$ cat src/rtl/output_uart.sv
// output_uart: serializer for the nic8 output port.
// Every time the CPU loads its Q register, the byte on dbus is also captured
// into a small FIFO. The transmitter drains the FIFO as 8N1 frames on tx,
// sending the LSB first. The CPU is never stalled. A push into a full FIFO is
// dropped and sets a sticky overflow flag.
//
// Ports
//   clk       system clock, rising edge
//   reset     asynchronous, active-low
//   loadQ     CPU load-Q strobe; a push happens on the same edge as the Q load
//   dbus      CPU data bus (8 bits)
//   tx        registered serial output, idles high
//   busy      transmitter not idle
//   level     bytes queued, not counting the byte in flight
//   full      level == DEPTH
//   overflow  sticky dropped-push flag
//
// Transmitter states
//   state   | meaning
//   S_IDLE  | line high, waiting for a queued byte
//   S_START | start bit (low) for CLKS_PER_BIT cycles
//   S_DATA  | eight data bits, LSB first, CLKS_PER_BIT cycles each
//   S_STOP  | stop bit (high); pops the next byte directly if one is queued

module output_uart #(
  parameter int CLKS_PER_BIT = 4,
  parameter int DEPTH        = 4
) (
  input  logic                     clk,
  input  logic                     reset,
  input  logic                     loadQ,
  input  logic [7:0]               dbus,
  output logic                     tx,
  output logic                     busy,
  output logic [$clog2(DEPTH):0]   level,
  output logic                     full,
  output logic                     overflow
);

  localparam int AW = $clog2(DEPTH);
  localparam int LW = AW + 1;
  localparam int BW = (CLKS_PER_BIT > 1) ? $clog2(CLKS_PER_BIT) : 1;
  localparam logic [BW-1:0] BAUD_LAST = BW'(CLKS_PER_BIT - 1);
  localparam logic [LW-1:0] LVL_FULL  = LW'(DEPTH);

  typedef enum logic [1:0] {S_IDLE, S_START, S_DATA, S_STOP} state_e;

  state_e          state_q, state_d;
  logic [BW-1:0]   baud_q, baud_d;
  logic [2:0]      bit_q, bit_d;
  logic [7:0]      shift_q, shift_d;
  logic            tx_q, tx_d;
  logic [AW-1:0]   wr_ptr_q, wr_ptr_d;
  logic [AW-1:0]   rd_ptr_q, rd_ptr_d;
  logic [LW-1:0]   level_q, level_d;
  logic            overflow_q, overflow_d;
  logic [7:0]      mem_q [DEPTH];

  logic            baud_done;
  logic            level_nz;
  logic            full_q;
  logic            pop;
  logic            push;

  assign baud_done = (baud_q == BAUD_LAST);
  assign level_nz  = (level_q != '0);
  assign full_q    = (level_q == LVL_FULL);

  // State register and all other flops.
  always_ff @(posedge clk or negedge reset) begin
    if (!reset) begin
      state_q    <= S_IDLE;
      baud_q     <= '0;
      bit_q      <= '0;
      shift_q    <= '0;
      tx_q       <= 1'b1;
      wr_ptr_q   <= '0;
      rd_ptr_q   <= '0;
      level_q    <= '0;
      overflow_q <= 1'b0;
    end else begin
      state_q    <= state_d;
      baud_q     <= baud_d;
      bit_q      <= bit_d;
      shift_q    <= shift_d;
      tx_q       <= tx_d;
      wr_ptr_q   <= wr_ptr_d;
      rd_ptr_q   <= rd_ptr_d;
      level_q    <= level_d;
      overflow_q <= overflow_d;
    end
  end

  // FIFO storage has no reset; contents are meaningless until written.
  always_ff @(posedge clk) begin
    if (push) begin
      mem_q[wr_ptr_q] <= dbus;
    end
  end

  // Next-state logic. Pop decisions look only at the registered level, so a
  // byte pushed on one edge is popped on the next edge at the earliest.
  always_comb begin
    state_d = state_q;
    pop     = 1'b0;
    case (state_q)
      S_IDLE: begin
        if (level_nz) begin
          pop     = 1'b1;
          state_d = S_START;
        end
      end
      S_START: begin
        if (baud_done) state_d = S_DATA;
      end
      S_DATA: begin
        if (baud_done && (bit_q == 3'd7)) state_d = S_STOP;
      end
      S_STOP: begin
        if (baud_done) begin
          if (level_nz) begin
            pop     = 1'b1;
            state_d = S_START;
          end else begin
            state_d = S_IDLE;
          end
        end
      end
      default: state_d = S_IDLE;
    endcase
  end

  // Output / datapath logic.
  always_comb begin
    tx_d       = tx_q;
    shift_d    = shift_q;
    bit_d      = bit_q;
    baud_d     = (state_q == S_IDLE) ? '0 : baud_q + 1'b1;

    if (pop) begin
      shift_d = mem_q[rd_ptr_q];
      tx_d    = 1'b0;
      baud_d  = '0;
      bit_d   = '0;
    end else begin
      case (state_q)
        S_IDLE: tx_d = 1'b1;
        S_START: begin
          if (baud_done) begin
            tx_d   = shift_q[0];
            baud_d = '0;
          end
        end
        S_DATA: begin
          if (baud_done) begin
            baud_d = '0;
            if (bit_q == 3'd7) begin
              tx_d = 1'b1;
            end else begin
              // Next bit on the wire is bit 1 of the unshifted register.
              tx_d    = shift_q[1];
              shift_d = {1'b0, shift_q[7:1]};
              bit_d   = bit_q + 3'd1;
            end
          end
        end
        S_STOP: begin
          if (baud_done) begin
            tx_d   = 1'b1;
            baud_d = '0;
          end
        end
        default: tx_d = 1'b1;
      endcase
    end

    // A push into a full FIFO still fits when the transmitter pops on the same edge.
    push       = loadQ && (!full_q || pop);
    overflow_d = overflow_q | (loadQ & ~push);
    wr_ptr_d   = push ? wr_ptr_q + 1'b1 : wr_ptr_q;
    rd_ptr_d   = pop  ? rd_ptr_q + 1'b1 : rd_ptr_q;
    case ({push, pop})
      2'b10:   level_d = level_q + 1'b1;
      2'b01:   level_d = level_q - 1'b1;
      default: level_d = level_q;
    endcase
  end

  assign tx       = tx_q;
  assign busy     = (state_q != S_IDLE);
  assign level    = level_q;
  assign full     = full_q;
  assign overflow = overflow_q;

endmodule
$ cat config.mk
export PLATFORM = sky130hd
export DESIGN_NAME = output_uart
export DESIGN_NICKNAME = d
export VERILOG_FILES = /design/src/rtl/output_uart.sv
export SDC_FILE = /design/constraint.sdc
export NUM_CORES = 1
export LEC_CHECK = 0
export CAP_MARGIN = 20
export CORE_ASPECT_RATIO = 0.7
export CORE_MARGIN = 2
export CORE_UTILIZATION = 55
export DETAILED_ROUTE_END_ITERATION = 10
export GPL_TIMING_DRIVEN = 0
export PLACE_DENSITY = 0.86
export SLEW_MARGIN = 10
export SYNTH_ARGS = -nofsm -noshare
export SYNTH_HDL_FRONTEND = slang
export SYNTH_SLANG_ARGS = --single-unit
$ cat constraint.sdc
create_clock -name clk -period 2.8 [get_ports clk]
set_input_delay 0.42 -clock clk [delete_from_list [all_inputs] [get_ports clk]]
set_output_delay 0.42 -clock clk [all_outputs]
set_load 0.02 [all_outputs]
==> results of run 1 <==
layout make-up:
cell class | count | area, um2
plain buffers | 6 | 41.29
inverters | 11 | 41.29
clock inverters | 3 | 27.53
clock buffers | 5 | 68.82
fillers | 311 | 1490
multi-input cells | 103 | 943.4
repair buffers | 18 | 185.2
well taps | 55 | 68.82
flip-flops and latches | 56 | 1563
report_power, final:
part | internal (mW) | leakage (nW) | switching [mW]
registers | 1.15 | 0.584 | 0.145
logic | 0.660 | 0.561 | 0.792
clock network | 0.184 | 0.0463 | 0.276
total | 2.00 | 1.19 | 1.21
routing by layer:
| metal | vias to the layer above | global-route usage |
|---|---|---|
| li1 | 695 | - |
| met3 | 6 | 0.05764 |
| met5 | - | 0 |
| met4 | 0 | 0.06122 |
| met2 | 26 | 0.3012 |
| met1 | 726 | 0.2332 |
through the flow:
step                std cells  total power [mW]  instance area, um2  setup slack (ns)
floorplan                 176             2.373                2589            0.5118
global placement          248             2.663                2828            0.3603
CTS                       256             3.230                2924            0.2234
global route              257             3.432                2939           0.07621
detailed placement        248             2.772                2828            0.2700
finish                    257             3.213                2939            0.2274
worst paths after layout:
path / depth (start not counted) / end / slack [ns] / from
max: 9 / level[2] / 0.23 / state_q[0]
min: 1 / bit_q[0] / 0.38 / reset
max reg2reg: 9 / level[2] / 0.23 / state_q[0]
min reg2reg: 1 / baud_q[0] / 0.46 / baud_q[0]
max in group asynchronous: 2 / tx / 1.91 / reset
min in group clk: 1 / baud_q[0] / 0.46 / baud_q[0]
critical path, delay by kind of cell, from the launching register on:
family,cells,cell delay [ns]
AOI/OAI and AO/OA,3,0.60
and+or+nand+nor,2,0.33
buffers and inverters,1,0.16
adders and majority gates,2,0.70
muxes,1,0.28
DFF,1,0.42
cell usage after synthesis (all sizes together), types with 2 or more instances:
| library cell | instances | area share |
|---|---|---|
| and2 | 4 | 0.0097 |
| o21ai | 10 | 0.019 |
| mux2i | 9 | 0.035 |
| mux4 | 8 | 0.070 |
| o211ai | 2 | 0.0097 |
| mux2 | 3 | 0.014 |
| nor2 | 6 | 0.012 |
| o221ai | 2 | 0.0092 |
| buf | 6 | 0.016 |
| a21oi | 6 | 0.016 |
| a22oi | 2 | 0.0058 |
| xnor2 | 3 | 0.010 |
| inv | 11 | 0.016 |
| a2111oi | 2 | 0.0068 |
| or3 | 2 | 0.0048 |
| ha | 12 | 0.058 |
| xor2 | 3 | 0.010 |
| edfxtp | 32 | 0.37 |
| nand3b | 2 | 0.0058 |
| nand2b | 3 | 0.0073 |
| a21o | 2 | 0.0058 |
| nor3 | 3 | 0.0058 |
| nand2 | 12 | 0.017 |
| dfrtp | 23 | 0.22 |
state kept, by name, indices dropped and copies added (netlist names), 2 cells and up:
name      cells
mem_q        32
shift_q       8
bit_q         3
level         3
baud_q        2
rd_ptr_q      2
state_q       2
wr_ptr_q      2
cells in the final DEF, fill, tap and decap left out, types with 2 or more instances in the layout:
cell type	netlist	layout
edfxtp_1	32	32
dfrtp_1	23	23
clkdlybuf4s50_1	0	17
nand2_1	12	12
ha_1	12	12
inv_1	11	11
mux2i_1	9	9
mux4_2	8	8
o21ai_1	8	8
nor2_1	5	5
a21oi_1	5	5
clkbuf_8	0	5
and2_1	4	4
buf_2	3	3
nand2b_1	3	3
nor3_1	3	3
xnor2_1	3	3
xor2_1	3	3
a2111oi_0	2	2
a21o_1	2	2
buf_6	2	2
nand3b_1	2	2
o21ai_0	2	2
mux2_2	2	2
o211ai_2	2	2
or3_1	2	2
a22oi_1	2	2
logic make-up (layout without fill, tap and decap cells):
group / Yosys count / count (layout)
AOI/OAI and AO/OA: 30 / 30
xor gates and xnor gates: 6 / 6
adders and majority gates: 13 / 13
buffers and inverters: 17 / 43
DFF: 56 / 56
muxes: 20 / 20
and+or+nand+nor: 34 / 34
==> flow_summary.ini, run 1 <==
[detailed_routing]
met2_length_um = 2136
ant_nets = 0
wirelength_um = 4266
num_vias = 1453
wl_per_cell_um = 16.60
remaining_drc_errors = 0
drt_iter0_drc = 106
wl_met1_um = 1917
wl_met3_um = 156
first_pass_iters = 4
routed.top_layer = met4
via_per_inst = 5.654

[cts]
cts-buffers-inserted = 5
clockRootBuffer = clkbuf_8
cts.sinks = 56
cts_hold_buf = 0
clock_latency_ns = 0.32
htree_levels = 2
post_cts_buffers = 0
tritoncts = yes
clk_pin_slew_ns = 0.10
cts_buffer_depth = 2
cts_resized = 0

[setup_path]
cp_max_fo = 7
max_stage_delay_ns = 0.42
worstPathCellList = inv_1 -> ha_1 -> a21oi_4 -> a211oi_4 -> nand2b_1 -> fa_1 -> nand2b_1 -> mux2_2 -> o211ai_2
start_kind = flip-flop
endpoint_kind = flip-flop
cp_common_cell = nand2b_1
critPathRequiredTime_ns = 3.05
worstSetupPathType = flip-flop to flip-flop
worst_path_max_delay_cell = dfrtp_1
crit_arrival_ns = 2.83

[synthesis]
synth_seq_area_share = 0.6037
yosys.area_share.simple = 0.06960
synth-xor-area-share = 0.02030
synth_top_family_by_area = multiplexers
synth_edf_count = 32
avgSynthCellArea_um2 = 14.71
syn-num-nets = 200
synth_cells = 176
synth_cell_types = 39
mappedNetlistArea_mm2 = 0.002589
synth_ff_type = edfxtp_1
ys_warn_count = 0
synth_mux_area_frac = 0.1189
async_flop_share = 0.4286
yosys.area_share.adder = 0.06573
synth-seq-cells = 56
synth_compound_area_frac = 0.08990

[placement]
post-dp-hpwl_um = 3074
io_buffer_count = 17
gp_congestion = 0.7227

[power]
p_leak_nw = 1.191
powerDensity_mw_per_mm2 = 1093
peakVddDrop_mv = 0.6067

[layout]
antenna_cells = 0
post-route-util = 0.6636
nNetsFinal = 225
drive_above_1_share = 0.1584
area_growth_pct = 13.53

[sta]
final_max_slew_viol_count = 0
finalSetupViolCount = 0
period_share = 0.9188
whs_ns = 0.3806
max-slew-margin-rel = 0.6297
rsz0062_at_grt = false
worst_pin_slew_ns = 0.5554
hold_viol_final = 0
fmax_mhz = 388.7
period_needed_ns = 2.573
tns_ns = 0
finClkSkew_ns = 0.008931

[die]
start_util = 0.5845
num_rows = 20
ios = 18
core_area_mm2 = 0.004429
die_w_um = 86
die-area_mm2 = 0.005280
die_height_um = 61.40

[flow_run]
max-cap-violations = 0

[global_routing]
grt_max_degree = 25
grt_pass1_wl_um = 6872
grt_use_total = 0.1813
grt_overflow_total = 0
grt_pass1_vias = 1411
antenna_found_initial = 0

[hold_path]
hold_path_class = input port to async pin

[status]
outcome = completed
No activity file was read; power rests on OpenSTA's default activity.
==> run 2: changes to the inputs <==
- GPL_TIMING_DRIVEN: 0 -> not set
==> run 2 against run 1 <==
Worst setup slack improved by 0.22 ns. Critical path type unchanged. Clock skew decreased by 0.0026 ns. Highest routed layer unchanged. Maximum frequency increased by 9.6%. Combinational power decreased by 7%. Wire length decreased by 0.82%. Clock power increased by 15%. Largest power group is now registers. Utilization decreased by 0.42 points. Largest cell class unchanged. First-iteration DRC count decreased by 14%. Sequential cell count unchanged. Final area decreased by 0.64%.
==> flow_summary.ini, run 2 (synthesis results as in run 1) <==
[detailed_routing]
remaining_drc_errors = 0
ant_nets = 0
wirelength_um = 4231
via_per_inst = 5.735
first_pass_iters = 4
drt_iter0_drc = 91
wl_per_cell_um = 16.72
num_vias = 1451

[cts]
cts_resized = 0
htree_levels = 2
tritoncts = yes
cts-buffers-inserted = 5
cts_buffer_depth = 2
cts.sinks = 56
clock_latency_ns = 0.31
cts_hold_buf = 0
clockRootBuffer = clkbuf_8
post_cts_buffers = 0
clk_pin_slew_ns = 0.10

[setup_path]
worstSetupPathType = flip-flop to flip-flop
critPathRequiredTime_ns = 3.03
r2r_setup_slack_ns = 0.45
max_stage_delay_ns = 0.42
r2r_end = level[2]
worst_path_max_delay_cell = dfrtp_1
cp_max_fo = 5
cp_common_cell = nand2b_1
worstSetupStartpoint = state_q[0]
crit_arrival_ns = 2.58
reg2reg_depth = 9
setup.worst_path.end = level[2]
start_kind = flip-flop
worstPathCellList = inv_1 -> ha_1 -> a21oi_4 -> a211oi_4 -> nand2b_1 -> fa_1 -> nand2b_1 -> mux2_2 -> o211ai_2
endpoint_kind = flip-flop
timing.rr.start = state_q[0]

[global_routing]
grt_max_degree = 25
grt_pass1_vias = 1423
grt_use_total = 0.1772
grt_overflow_total = 0
antenna_found_initial = 0
grt_pass1_wl_um = 6824

[die]
ios = 18
die_w_um = 86
die-area_mm2 = 0.005280
die_height_um = 61.40
core_area_mm2 = 0.004429
num_rows = 20
start_util = 0.5845

[power]
p_leak_nw = 1.185
internal-power_mw = 2.054
switchingPower_mw = 1.189
seqPwrFrac = 0.422
p_clk_frac = 0.162
combPwrFrac = 0.415
powerDensity_mw_per_mm2 = 1110
finalPower_mw = 3.242
switching_share = 0.3666
peakVddDrop_mv = 0.4897

[layout]
largest_reg_flops = 32
nNetsFinal = 221
drive_above_1_share = 0.1414
layout_commonest_cell = edfxtp_1
area_growth_pct = 12.81
mostFrequentLayoutCells = edfxtp_1, dfrtp_1, clkdlybuf4s50_1
multi_input_area_um2 = 943.4
antenna_cells = 0
biggestRegsByFlops = mem_q x32, shift_q x8
n_fill_cell = 297
top_register = mem_q
regArea_mm2 = 0.001563

[sta]
rsz0062_at_grt = false
finalSetupViolCount = 0
finClkSkew_ns = 0.006358
tns_ns = 0
period_share = 0.8386
worst_pin_slew_ns = 0.7234
final_max_slew_viol_count = 0
period_needed_ns = 2.348
fmax_mhz = 425.9
max-slew-margin-rel = 0.5163
hold_viol_final = 0

[hold_path]
hold_path_class = flip-flop to flip-flop

[placement]
io_buffer_count = 17
gp_congestion = 0.7887
post-dp-hpwl_um = 3081

[flow_run]
max-cap-violations = 0

[status]
outcome = completed
run 2: worst min path at each step:
stage	startpoint	to	slack, ns	cells after the start
2_1_floorplan	reset	baud_q[0]	0.12	0
3_3_place_gp	baud_q[0]	baud_q[0]	0.44	1
3_5_place_dp	overflow	overflow	0.44	1
4_1_cts	baud_q[0]	baud_q[0]	0.46	1
5_1_grt	baud_q[0]	baud_q[0]	0.47	1
6_report	overflow	overflow	0.46	1
run 2: per-stage QoR:
stage               hold slack (ns)  std cells  utilization  area, um2  setup slack, ns
floorplan                    0.1244        176            -       2589           0.5118
CTS                          0.4638        253       0.6593       2920           0.4557
finish                       0.4607        253       0.6593       2920           0.4518
global placement             0.4353        245       0.6342       2809           0.6091
detailed placement           0.4433        245       0.6342       2809           0.4893
global route                 0.4716        253       0.6593       2920           0.3165
run 2: area by class of cell:
cell class	count	share of cell area
timing repair buffer	20	0.06598
clock buffer	6	0.02485
clock inverter	2	0.01328
inverter	11	0.01414
multi-input combinational	103	0.3231
tap	55	0.02356
sequential	56	0.5351
run 2: power groups by stage:
stage | combinational (mW) | sequential (mW) | clock (mW)
after CTS | 1.36 | 1.37 | 0.540
after floorplan | 1.05 | 1.32 | 0
final | 1.35 | 1.37 | 0.527
after detailed placement | 1.35 | 1.39 | 0
after global routing | 1.48 | 1.40 | 0.568
after global placement | 1.27 | 1.36 | 0
run 2: critical path: cells and delay by family, from the launching register on:
kind,cells,cell delay [ns]
adder cells (fa/ha/maj),2,0.67
AO/OA/AOI/OAI,3,0.44
flip-flops,1,0.42
AND/OR/NAND/NOR,2,0.30
multiplexers,1,0.28
buffers and inverters,1,0.16
run 2: metal layers:
metal | vias to the layer above | part of all wire | track usage
li1 | 690 | - | -
met1 | 738 | 0.44 | 0.2213
met2 | 18 | 0.52 | 0.3145
met3 | 5 | 0.028 | 0.04021
met4 | 0 | 0.0085 | 0.06122
met5 | - | 0 | 0
